<file path="config.mk">
export PLATFORM = sky130hd
export DESIGN_NAME = stopwatch_ctrl
export DESIGN_NICKNAME = d
export VERILOG_FILES = /design/src/rtl/stopwatch_ctrl.sv
export SDC_FILE = /design/constraint.sdc
export NUM_CORES = 1
export LEC_CHECK = 0
export BUFFER_PORTS_ARGS = -buffer_cell sky130_fd_sc_hd__buf_4
export CAP_MARGIN = 0
export CORE_MARGIN = 2
export CORE_UTILIZATION = 55
export DETAILED_ROUTE_END_ITERATION = 16
export GPL_ROUTABILITY_DRIVEN = 0
export PLACE_DENSITY_LB_ADDON = 0.1
export SLEW_MARGIN = 30
export SYNTH_ARGS = -nofsm -noshare
export SYNTH_HDL_FRONTEND = slang
export SYNTH_SLANG_ARGS = --single-unit
</file>
<file path="constraint.sdc">
create_clock -name clk -period 2.6 [get_ports clk]
set_input_delay 0.52 -clock clk [delete_from_list [all_inputs] [get_ports clk]]
set_output_delay 0.52 -clock clk [all_outputs]
set_load 0.005 [all_outputs]
</file>
<file path="src/rtl/stopwatch_ctrl.sv">
// rtl/stopwatch_ctrl.sv - 4-digit M:SS.t stopwatch controller with tenths prescaler and digit scan
module stopwatch_ctrl #(
    parameter logic [23:0] TICK_DIV = 24'd999_999,
    parameter logic [15:0] SCAN_DIV = 16'd9_999
) (
    input  logic       clk,
    input  logic       rst_n,
    input  logic       btn_start,
    input  logic       btn_lap,
    input  logic       btn_clear,
    input  logic [7:0] div_override,
    output logic [3:0] digit_bcd,
    output logic [3:0] digit_sel,
    output logic       running,
    output logic       lap_hold,
    output logic       tick
);

    localparam logic [1:0] ST_IDLE  = 2'd0;
    localparam logic [1:0] ST_RUN   = 2'd1;
    localparam logic [1:0] ST_HOLD  = 2'd2;
    localparam logic [1:0] ST_PAUSE = 2'd3;

    // button edge history
    logic        start_prev_q, start_prev_d;
    logic        lap_prev_q, lap_prev_d;
    logic        clear_prev_q, clear_prev_d;
    logic        press_start, press_lap, press_clear;

    // control state
    logic [1:0]  state_q, state_d;
    logic        snap_load;
    logic        zero_count;
    logic        counting;

    // tenths prescaler
    logic [23:0] compare;
    logic [23:0] presc_q, presc_d;
    logic        presc_hit;

    // BCD time digits: d0 tenths, d1 seconds, d2 tens of seconds, d3 minutes
    logic [3:0]  d0_q, d0_d;
    logic [3:0]  d1_q, d1_d;
    logic [3:0]  d2_q, d2_d;
    logic [3:0]  d3_q, d3_d;
    logic        carry0, carry1, carry2;
    logic [15:0] live_bcd;
    logic [15:0] snap_q, snap_d;
    logic [15:0] shown_bcd;

    // digit scan
    logic [15:0] scan_cnt_q, scan_cnt_d;
    logic [1:0]  scan_idx_q, scan_idx_d;
    logic        scan_hit;

    // registered outputs
    logic [3:0]  digit_sel_q, digit_sel_d;
    logic [3:0]  digit_bcd_q, digit_bcd_d;
    logic        running_q, running_d;
    logic        lap_hold_q, lap_hold_d;
    logic        tick_q, tick_d;

    // Rising-edge detect against last cycle's button level
    always_comb begin
        start_prev_d = btn_start;
        lap_prev_d   = btn_lap;
        clear_prev_d = btn_clear;
        press_start  = btn_start & ~start_prev_q;
        press_lap    = btn_lap   & ~lap_prev_q;
        press_clear  = btn_clear & ~clear_prev_q;
    end

    // Next state: clear beats start beats lap, but only among presses the current state accepts
    always_comb begin
        state_d    = state_q;
        snap_load  = 1'b0;
        zero_count = 1'b0;
        case (state_q)
            ST_IDLE: begin
                if (press_start) begin
                    state_d = ST_RUN;
                end
            end
            ST_RUN: begin
                if (press_start) begin
                    state_d = ST_PAUSE;
                end else if (press_lap) begin
                    state_d   = ST_HOLD;
                    snap_load = 1'b1;
                end
            end
            ST_HOLD: begin
                if (press_start) begin
                    state_d = ST_PAUSE;
                end else if (press_lap) begin
                    state_d = ST_RUN;
                end
            end
            ST_PAUSE: begin
                if (press_clear) begin
                    state_d    = ST_IDLE;
                    zero_count = 1'b1;
                end else if (press_start) begin
                    state_d = ST_RUN;
                end
            end
            default: begin
                state_d = ST_IDLE;
            end
        endcase
    end

    // Prescaler: counts in RUN/HOLD only; a compare below the count lets it wrap through 2^24
    always_comb begin
        counting  = (state_q == ST_RUN) || (state_q == ST_HOLD);
        compare   = (div_override == 8'd0) ? TICK_DIV : {6'b0, div_override, 10'b0};
        presc_hit = counting && (presc_q == compare);
        presc_d   = presc_q;
        if (zero_count) begin
            presc_d = 24'd0;
        end else if (presc_hit) begin
            presc_d = 24'd0;
        end else if (counting) begin
            presc_d = presc_q + 24'd1;
        end
        tick_d = presc_hit;
    end

    // Ripple-carry BCD increment, 9:59.9 rolls over to 0:00.0
    always_comb begin
        carry0 = (d0_q == 4'd9);
        carry1 = carry0 && (d1_q == 4'd9);
        carry2 = carry1 && (d2_q == 4'd5);
        d0_d   = d0_q;
        d1_d   = d1_q;
        d2_d   = d2_q;
        d3_d   = d3_q;
        if (zero_count) begin
            d0_d = 4'd0;
            d1_d = 4'd0;
            d2_d = 4'd0;
            d3_d = 4'd0;
        end else if (presc_hit) begin
            d0_d = carry0 ? 4'd0 : d0_q + 4'd1;
            if (carry0) begin
                d1_d = (d1_q == 4'd9) ? 4'd0 : d1_q + 4'd1;
            end
            if (carry1) begin
                d2_d = (d2_q == 4'd5) ? 4'd0 : d2_q + 4'd1;
            end
            if (carry2) begin
                d3_d = (d3_q == 4'd9) ? 4'd0 : d3_q + 4'd1;
            end
        end
    end

    // Lap snapshot captures the pre-edge digits when RUN enters HOLD
    always_comb begin
        live_bcd  = {d3_q, d2_q, d1_q, d0_q};
        snap_d    = snap_load ? live_bcd : snap_q;
        shown_bcd = (state_q == ST_HOLD) ? snap_q : live_bcd;
    end

    // Scan scheduler: free-running in every state, one digit per SCAN_DIV+1 cycles
    always_comb begin
        scan_hit   = (scan_cnt_q == SCAN_DIV);
        scan_cnt_d = scan_hit ? 16'd0 : scan_cnt_q + 16'd1;
        scan_idx_d = scan_hit ? scan_idx_q + 2'd1 : scan_idx_q;
        digit_sel_d = 4'b0001 << scan_idx_q;
        case (scan_idx_q)
            2'd0:    digit_bcd_d = shown_bcd[3:0];
            2'd1:    digit_bcd_d = shown_bcd[7:4];
            2'd2:    digit_bcd_d = shown_bcd[11:8];
            default: digit_bcd_d = shown_bcd[15:12];
        endcase
    end

    // Status flags track the state being entered so they line up with the new state
    always_comb begin
        running_d  = (state_d == ST_RUN) || (state_d == ST_HOLD);
        lap_hold_d = (state_d == ST_HOLD);
    end

    // All state and output registers
    always_ff @(posedge clk or negedge rst_n) begin
        if (!rst_n) begin
            start_prev_q <= 1'b0;
            lap_prev_q   <= 1'b0;
            clear_prev_q <= 1'b0;
            state_q      <= ST_IDLE;
            presc_q      <= 24'd0;
            d0_q         <= 4'd0;
            d1_q         <= 4'd0;
            d2_q         <= 4'd0;
            d3_q         <= 4'd0;
            snap_q       <= 16'd0;
            scan_cnt_q   <= 16'd0;
            scan_idx_q   <= 2'd0;
            digit_sel_q  <= 4'b0001;
            digit_bcd_q  <= 4'd0;
            running_q    <= 1'b0;
            lap_hold_q   <= 1'b0;
            tick_q       <= 1'b0;
        end else begin
            start_prev_q <= start_prev_d;
            lap_prev_q   <= lap_prev_d;
            clear_prev_q <= clear_prev_d;
            state_q      <= state_d;
            presc_q      <= presc_d;
            d0_q         <= d0_d;
            d1_q         <= d1_d;
            d2_q         <= d2_d;
            d3_q         <= d3_d;
            snap_q       <= snap_d;
            scan_cnt_q   <= scan_cnt_d;
            scan_idx_q   <= scan_idx_d;
            digit_sel_q  <= digit_sel_d;
            digit_bcd_q  <= digit_bcd_d;
            running_q    <= running_d;
            lap_hold_q   <= lap_hold_d;
            tick_q       <= tick_d;
        end
    end

    assign digit_sel = digit_sel_q;
    assign digit_bcd = digit_bcd_q;
    assign running   = running_q;
    assign lap_hold  = lap_hold_q;
    assign tick      = tick_q;

endmodule

</file>
==> summary.md <==
| Metric | Value |
|---|---|
| Switching Power | 879 uW |
| Commonest cells in the netlist | dfrtp_1 (89), nor2_1 (47), nand2_1 (32), inv_1 (28), xnor2_1 (23) |
| Reg2reg path depth | 8 |
| Via density | 5.62 |
| Area grow syn2layout | 12.3% |
| ANT cells | 0 |
| Clock Tree Buf Depth | 2 |
| WL/cell | 15.3 um |
| Worst reg2reg endpoint | d2_q[0]$_DFFE_PN0P_ |
| Most used DFF post-synth | dfrtp_1 |
| DR iter-0 viols | 151 |
| Die W | 95.1 um |
| Ports | 24 |
| Via count | 3255 |
| Clock power share | 33.8% |
| Routed Antenna Nets | 0 |
| Port Buffers | 23 |
| Final Setup Violations | 0 |
| Layout Skew | 0.0111 ns |
| H-tree levels | 3 |
| Syn nets | 472 |
| Num CTS Buffers | 9 |
| Post-DP HPWL | 6270 um |
| CTS tree | yes |
| Critical path arrival | 2.77 ns |
| RSZ-0062 raised after global routing | false |
| Sequential cell area | 2250 sq um |
| Fin crit period | 2.49 ns |
| Max-slew headroom | 60.1% |
| Die area | 9040 sq um |
| CP Capture Type | flop |
| Area of the core | 8130 sq um |
| Startpoint Class | flop |
| Placed cell area | 4900 sq um |
| Most frequent cell after synthesis | dfrtp_1 |
| GRT overflow | 0 |
| Hold Fails Final Rpt | 0 |
| Clk_lat worst skew | 0.35 ns |
| Nets | 501 |
| Sw Ratio | 27.6% |
| CP Class | reg2reg |
| Top cell type's share of synthesized area | 48.8% |
| Area of the multi-input gates | 2140 sq um |
| Sequential Power Share | 49.9% |
| Synth async-reset ratio | 100% |
| Largest net degree at the start of global routing | 51 |
| Leading area contributor after synthesis | dfrtp_1 |
| First drt pass iteration count | 4 |
| Worst-path clk slew | 0.09 ns |
| Seq cells post-synth | 90 |
| Finished Layout Cells | 579 |
| Post-route cell area | 5130 sq um |
| Synthesized instance count | 440 |
| Max Fclk | 0.402 GHz |
| Mean Syn Cell Area | 10.4 sq um |
| Main area contributors after synthesis | dfrtp_1 (49%), ha_1 (5.2%), xnor2_1 (4.4%) |
| Post-CTS setup buffer count | 0 |
| Period utilisation layout | 95.7% |
| Initial antenna violation count | 0 |
| Worst EP required | 2.88 ns |
| Setup_tns | 0 ns |
| HP Class | in2async |
| Final wirelength | 8840 um |
| Inst Count DP | 563 |
| Combinational Power Share | 16.3% |
| Total GRT Usage | 21.5% |
| Post_cts resized | 0 |
| Slew @ Worst Pin | 0.596 ns |
| Max_cap viols | 0 |
| # fillers | 686 |
| Sink Count | 90 |
| Max IR drop VDD | 0.340 mV |
| Internal | 2.31 mW |
| Power Density | 622 nW/um^2 |
| Post-synth EDFFs | 0 |
| CTS root buffer | clkbuf_8 |
| Leakage | 2.38 nW |
| Vias in the first global route | 3106 |
| Synthesized cell area | 4560 sq um |
| Share of layout cells above drive strength 1 | 15.4% |
| CP Max Fanout | 10 |
| Max Slew Vio Count | 0 |
| Outcome | finished clean |
| Hold_buf cts | 0 |
| Worst r2r src | state_q[0]$_DFF_PN0_ |
| Row cnt | 33 |
| Synth cell types | 51 |
| # DRC | 0 |
| Reg2reg setup slack | 0.11 ns |
| Starting Density | 56.1% |
| Seq/Total Area, Yosys | 49.4% |
| Warnings from Yosys | 0 |
| Die H | 95.1 um |
| First-pass GRT wire length | 15100 um |
worst max path at each step:
stage	startpoint	end
final	state_q[0]$_DFF_PN0_	d2_q[0]$_DFFE_PN0P_
after global routing	state_q[0]$_DFF_PN0_	d2_q[0]$_DFFE_PN0P_
after global placement	div_override[4]	d2_q[0]$_DFFE_PN0P_
after CTS	state_q[0]$_DFF_PN0_	d2_q[0]$_DFFE_PN0P_
after detailed placement	state_q[0]$_DFF_PN0_	d2_q[0]$_DFFE_PN0P_
after floorplan	state_q[0]$_DFF_PN0_	d3_q[1]$_DFFE_PN0P_
metal layers:
metal | GRT usage, % | part of all wire [%] | vias up
met1 | 29.2 | 47 | 1593
met5 | 0 | 0 | -
met4 | 7.73 | 0.71 | 0
met3 | 3.48 | 2.5 | 4
met2 | 34.9 | 50 | 52
li1 | - | - | 1606
critical path, stage by stage (launching register included):
cell and delay, ns:
dfrtp_1 0.40, inv_1 0.07, ha_1 0.35, nor4b_1 0.25, nand2_1 0.15, nor3_4 0.24
o211ai_2 0.22, or4_1 0.56, a21oi_1 0.16
through the flow:
stage	setup WS (ns)	power (mW)	hold slack, ns	util (%)
2_1_floorplan	0.364	1.96	0.224	-
3_3_place_gp	0.207	2.13	0.457	60.2
3_5_place_dp	0.126	2.14	0.460	60.2
4_1_cts	0.101	3.22	0.145	63.0
5_1_grt	0.0158	3.37	0.166	63.0
6_report	0.111	3.19	0.143	63.0
cells by family (layout without fill, tap and decap cells):
group	Yosys count	count (layout)	share of synthesized area [%]
simple gates	167	167	19.7
flops	90	90	49.4
compound gates	61	61	8.74
xor+xnor	44	44	8.44
buf+inv	42	76	3.67
fa+ha+maj	19	19	5.21
mux	17	17	4.88
power by group through the flow:
stage | clock network [mW] | logic [mW] | registers [mW]
3_5_place_dp | 0 | 0.521 | 1.62
3_3_place_gp | 0 | 0.511 | 1.62
5_1_grt | 1.18 | 0.585 | 1.61
2_1_floorplan | 0 | 0.374 | 1.59
6_report | 1.08 | 0.519 | 1.59
4_1_cts | 1.11 | 0.523 | 1.59
placed cells by master (no fill, tap or decap), drive strengths merged, types with 3 or more instances in the layout:
cell    Yosys  final
a21oi      17     17
or3         7      7
and3b       3      3
buf         3     32
o21ai      20     20
mux2       12     12
ha         19     19
nor4        5      5
mux4        3      3
nand2b      3      3
inv        28     28
or4         6      6
and2        4      4
nand3b      4      4
dfrtp      89     89
a222oi      8      8
nor2b       4      4
o31ai       4      4
nand4      13     13
nand3      22     22
clkbuf     11     12
o211ai      4      4
xor2       21     21
xnor2      23     23
nor3        6      6
nor2       47     47
nand2      32     32
area by class of cell:
cell class / count / area share, %
Tap cell: 105 / 2.56
Clock buffer: 12 / 3.03
Sequential cell: 90 / 43.9
Timing Repair Buffer: 32 / 5.17
Multi-Input combinational cell: 308 / 41.8
Inverter: 28 / 2.05
Clock inverter: 4 / 1.44
sequential cells by signal, summed over array words and instances (netlist names), 2 cells and up:
signal      cells
snap_q         16
scan_idx_q      2
digit_sel       4
d0_q            4
d3_q            4
digit_bcd       4
d2_q            4
presc_q        24
scan_cnt_q     16
d1_q            4
state_q         2
Power figures use the tool's default switching activity.
